File: config.mk
export PLATFORM = sky130hd
export DESIGN_NAME = btb_table_ctrl
export DESIGN_NICKNAME = d
export VERILOG_FILES = /design/src/rtl/btb_table_ctrl.sv
export SDC_FILE = /design/constraint.sdc
export NUM_CORES = 2
export LEC_CHECK = 0
export ABC_AREA = 1
export BUFFER_PORTS_ARGS = -buffer_cell sky130_fd_sc_hd__buf_2
export CORE_ASPECT_RATIO = 1.25
export CORE_UTILIZATION = 37
export CTS_BUF_LIST = sky130_fd_sc_hd__clkbuf_8
export DETAILED_ROUTE_END_ITERATION = 10
export SLEW_MARGIN = 40
export SYNTH_ARGS = -nofsm -noshare
export SYNTH_HDL_FRONTEND = slang
export SYNTH_SLANG_ARGS = --single-unit
export TNS_END_PERCENT = 1
File: constraint.sdc
create_clock -name clk -period 3.35 [get_ports clk]
set_input_delay 0.335 -clock clk [delete_from_list [all_inputs] [get_ports clk]]
set_output_delay 0.335 -clock clk [all_outputs]
set_load 0.02 [all_outputs]
File: src/rtl/btb_table_ctrl.sv
// 8-entry branch target buffer owner: trains 2-bit counters on resolved hits,
// allocates on taken misses (first free slot, else round-robin), clears on flush.
module btb_table_ctrl #(
    parameter int unsigned INIT_S = 2,
    parameter int unsigned CNT_W  = 16
) (
    input  logic             clk,
    input  logic             rst_n,
    input  logic             flush,
    input  logic             upd_valid,
    input  logic [31:0]      upd_pc,
    input  logic [31:0]      upd_target,
    input  logic             upd_taken,
    output logic             upd_hit,
    output logic             upd_alloc,
    output logic [CNT_W-1:0] alloc_cnt,
    output logic [CNT_W-1:0] hit_cnt,
    output logic             v1, v2, v3, v4, v5, v6, v7, v8,
    output logic [31:0]      A1, A2, A3, A4, A5, A6, A7, A8,
    output logic [31:0]      B1, B2, B3, B4, B5, B6, B7, B8,
    output logic [1:0]       s1, s2, s3, s4, s5, s6, s7, s8
);
    localparam int unsigned N  = 8;
    localparam int unsigned IW = 3;
    localparam int unsigned AW = 32;

    logic          vld   [N];
    logic [AW-1:0] pc_q  [N];
    logic [AW-1:0] tgt_q [N];
    logic [1:0]    ctr_q [N];
    logic [IW-1:0] rp;

    logic [N-1:0]  match;
    logic [N-1:0]  free;
    logic          any_hit;
    logic          any_free;
    logic [IW-1:0] hit_idx;
    logic [IW-1:0] free_idx;
    logic [IW-1:0] victim;
    logic          accept;

    assign accept = upd_valid && !flush;

    // Lowest-index priority pick for both the matching entry and the free slot
    always_comb begin
        hit_idx  = '0;
        free_idx = '0;
        for (int i = 0; i < int'(N); i++) begin
            match[i] = vld[i] && (pc_q[i] == upd_pc);
            free[i]  = !vld[i];
        end
        for (int i = int'(N) - 1; i >= 0; i--) begin
            if (match[i]) hit_idx  = IW'(i);
            if (free[i])  free_idx = IW'(i);
        end
        any_hit  = |match;
        any_free = |free;
        victim   = any_free ? free_idx : IW'(rp + IW'(1));
    end

    always_ff @(posedge clk or negedge rst_n) begin
        if (!rst_n) begin
            for (int i = 0; i < int'(N); i++) begin
                vld[i]   <= 1'b0;
                pc_q[i]  <= '0;
                tgt_q[i] <= '0;
                ctr_q[i] <= '0;
            end
            rp        <= '0;
            upd_hit   <= 1'b0;
            upd_alloc <= 1'b0;
            alloc_cnt <= '0;
            hit_cnt   <= '0;
        end else begin
            upd_hit   <= 1'b0;
            upd_alloc <= 1'b0;
            if (flush) begin
                for (int i = 0; i < int'(N); i++) vld[i] <= 1'b0;
                rp <= '0;
            end else if (accept) begin
                if (any_hit) begin
                    upd_hit <= 1'b1;
                    if (hit_cnt != '1) hit_cnt <= hit_cnt + CNT_W'(1);
                    if (upd_taken) begin
                        tgt_q[hit_idx] <= upd_target;
                        if (ctr_q[hit_idx] != 2'd3) ctr_q[hit_idx] <= ctr_q[hit_idx] + 2'd1;
                    end else if (ctr_q[hit_idx] != 2'd0) begin
                        ctr_q[hit_idx] <= ctr_q[hit_idx] - 2'd1;
                    end
                end else if (upd_taken) begin
                    upd_alloc      <= 1'b1;
                    vld[victim]    <= 1'b1;
                    pc_q[victim]   <= upd_pc;
                    tgt_q[victim]  <= upd_target;
                    ctr_q[victim]  <= 2'(INIT_S);
                    if (!any_free) rp <= IW'(rp + IW'(1));
                    if (alloc_cnt != '1) alloc_cnt <= alloc_cnt + CNT_W'(1);
                end
            end
        end
    end

    // Flat per-entry ports wired 1:1 to the predictor
    assign v1 = vld[0];  assign v2 = vld[1];  assign v3 = vld[2];  assign v4 = vld[3];
    assign v5 = vld[4];  assign v6 = vld[5];  assign v7 = vld[6];  assign v8 = vld[7];
    assign A1 = pc_q[0]; assign A2 = pc_q[1]; assign A3 = pc_q[2]; assign A4 = pc_q[3];
    assign A5 = pc_q[4]; assign A6 = pc_q[5]; assign A7 = pc_q[6]; assign A8 = pc_q[7];
    assign B1 = tgt_q[0]; assign B2 = tgt_q[1]; assign B3 = tgt_q[2]; assign B4 = tgt_q[3];
    assign B5 = tgt_q[4]; assign B6 = tgt_q[5]; assign B7 = tgt_q[6]; assign B8 = tgt_q[7];
    assign s1 = ctr_q[0]; assign s2 = ctr_q[1]; assign s3 = ctr_q[2]; assign s4 = ctr_q[3];
    assign s5 = ctr_q[4]; assign s6 = ctr_q[5]; assign s7 = ctr_q[6]; assign s8 = ctr_q[7];

endmodule

==> flow_summary.ini <==
[status]
status = finished clean

[critical_path]
end_kind = flop
start_kind = flop
crit_path_max_fanout = 8
crit_required_ns = 4.02
crit_type = reg -> reg
crit_arrival_ns = 4.00

[cts]
cts_buffer_depth = 3
cts_inserted_buffers = 96
cts_root_buffer = clkbuf_8
cts_sinks = 573
path_clk_slew_ns = 0.06
cts_tree = done
clk_latency_ns = 0.76
h-tree-depth = 3

[detailed_routing]
wl_per_cell_um = 23.9
drt-met1-wl_um = 54400
vias_per_cell = 5.08
routed.top_layer = met5
num_vias = 29300
first_pass_iters = 6
routed-wl-met3_um = 11900
drc = 0
routed_wl_um = 138000
drtIter0Drc = 2507
wl_met2_um = 63000
postRouteAntennaNets = 0

[yosys]
yosys_warnings = 0
ys_types = 47
netlist_instances = 3521
synth_top_area_share_pct = 51.2
synth_area_um2 = 28000
synth_area_per_cell_um2 = 7.95
yosys.area.top_type = dfrtp_1
ys_ff_latch = 573
netlist_top_cells_area = dfrtp_1 51%, nand2_1 16%, o21ai_0 5.5%
yosysSeqAreaShare_pct = 51.2
syn_nets = 3595

[floorplanning]
core-area_um2 = 74800
rows = 112
io_pins = 639
fp.dieH_um = 310
dieArea_um2 = 76800
fp.dieW_um = 248
start_util_pct = 37.4

[finish]
syn2layout_area_growth_pct = 41.7
final_nets = 4795
final_common_cell = nand2_1
layout-drive-gt1-share_pct = 34.3
stdcell_count = 5773
fin_util_pct = 53.0
layout_common_cells = 1131 x nand2_1, 637 x buf_2, 545 x dfrtp_1

[sta]
setup_viol_count_final = 0
fin_skew_ns = 0.0463
rsz0062_at_grt = true
hold_ws_ns = 0.0546
period_share_pct = 99.5
tns_ns = 0
slew_headroom_pct = 48.8
hold_viol_final = 0
worst_pin_slew_ns = 0.768
drv_slew = 0
fmax_mhz = 300
finalCriticalPeriod_ns = 3.33

[global_routing]
grt_overflow = 0
grt_pass1_wl_um = 196000
first_global_vias = 28600
grt_max_degree = 91
grt_usage_pct = 35.4
antenna_found_initial = 7

[pwr]
swShare_pct = 32.7
p_comb_share_pct = 19.7
seq_power_share_pct = 42.7
p_leak_nw = 21.1
irDropWorstVdd_mv = 0.345
clkPwrFrac_pct = 37.6
p_per_area_nw_per_um2 = 462
p_sw_w = 0.00599
p_int_w = 0.0123
power.total_w = 0.0183

[hold_path]
hp-class = in -> reg

[place]
place_hpwl_um = 109000
placedCellCount = 5535
globalplace.congestion = 1.02
numPortBuffers = 638

[run]
maxCapViolations = 0
## registers in the layout, indices dropped and copies added, names as in the netlist, 3 cells and up
name	cells
A6	32
B4	32
B7	32
A5	32
A1	32
rp	3
alloc_cnt	16
A8	32
B6	32
A3	32
A2	32
B1	32
A7	32
B8	32
B2	32
B3	32
A4	32
B5	32
hit_cnt	16
## worst max-delay path, cell delays in order (launching register included)
cell,delay [ns]
dfrtp_1,0.43
nand2_1,0.16
o21ai_0,0.15
nor3_1,0.16
nand3_1,0.14
nor2_4,0.18
nand2_2,0.08
nand2_2,0.10
nand2_2,0.07
nand2_4,0.09
nand2_2,0.06
nand2_2,0.09
nand2_4,0.08
buf_6,0.14
nand4_1,0.08
nand2_1,0.07
nor2_2,0.14
nand2_2,0.10
ha_4,0.17
nand2_2,0.06
inv_2,0.04
o21ai_4,0.17
nand2_2,0.11
buf_8,0.17
nor2_1,0.09
nand3_1,0.08
nand2_1,0.07
## what timing repair did
item,4_1_cts,5_1_grt
hold buffers,32,0
endpoints found under the setup margin,16,16
cloned,1,0
pin swaps,10,62
buffers inserted,1,24
gates resized for setup,26,165
hold endpoints to repair,287,0
## cell type report
type                    instances  area [um^2]
flip-flops and latches        573        14400
clock buffers                 127         1750
repair buffers               1264         8750
multi-input cells            2452        11900
diodes                          5         12.5
clock inverters                49          370
inverters                     334         1270
fillers                      7339        35200
well taps                     969         1210
## cell usage after synthesis (all sizes together)
master	count
nand2b	3
nor4b	1
o22ai	7
nand2	1202
mux2	1
o21ai	596
and2	3
or2	10
nor2	288
clkbuf	55
nor2b	1
nor3	38
xnor2	52
or3	1
a21oi	28
a31oi	2
nand3	76
ha	5
buf	108
xor2	46
inv	334
o221ai	1
o211ai	5
nor3b	6
and3	1
nor4	3
dfrtp	573
a211oi	1
nand3b	8
nand4	66
## logic make-up after synthesis
group                    Yosys count  synth area share (%)
XOR/XNOR                          98                  3.07
multiplexers                       1                0.0402
buffers and inverters            497                  8.23
adder cells (fa/ha/maj)            5                 0.223
flip-flops                       573                  51.2
AND/OR/NAND/NOR                 1707                  25.3
AO/OA/AOI/OAI                    640                  12.0
## through the flow
stage	instance area (um^2)	setup slack, ns
2_1_floorplan	28000	0.233
3_3_place_gp	36400	-0.584
3_5_place_dp	36400	-0.565
4_1_cts	38900	-0.0000440
5_1_grt	39600	-0.136
6_report	39700	0.0158
## power by group through the flow
stage	clock (W)	sequential (W)	combinational, W
finish	0.00689	0.00781	0.00361
floorplan	0	0.00832	0.00112
global route	0.00728	0.00784	0.00386
CTS	0.00701	0.00778	0.00352
global placement	0	0.00789	0.00346
detailed placement	0	0.00789	0.00348
## routing by layer
metal,vias up,track usage (%)
li1,13600,-
met1,13900,44.3
met2,1420,56.5
met3,349,8.23
met4,4,19.2
met5,-,0
## path summary, 6_finish.rpt
path	start	endpoint	slack, ns	depth (start not counted)
hold / removal	upd_pc[18]	A8[18]$_DFFE_PN0P_	0.05	3
min in group asynchronous	rst_n	A2[10]$_DFFE_PN0P_	0.17	2
setup / recovery	A7[13]$_DFFE_PN0P_	s1[0]$_DFFE_PN0P_	0.02	26
max in group asynchronous	rst_n	B1[18]$_DFFE_PN0P_	2.14	3
hold reg to reg	B2[28]$_DFFE_PN0P_	B2[28]$_DFFE_PN0P_	0.48	2
setup reg to reg	A7[13]$_DFFE_PN0P_	s1[0]$_DFFE_PN0P_	0.02	26
No activity file was read; power rests on OpenSTA's default activity.
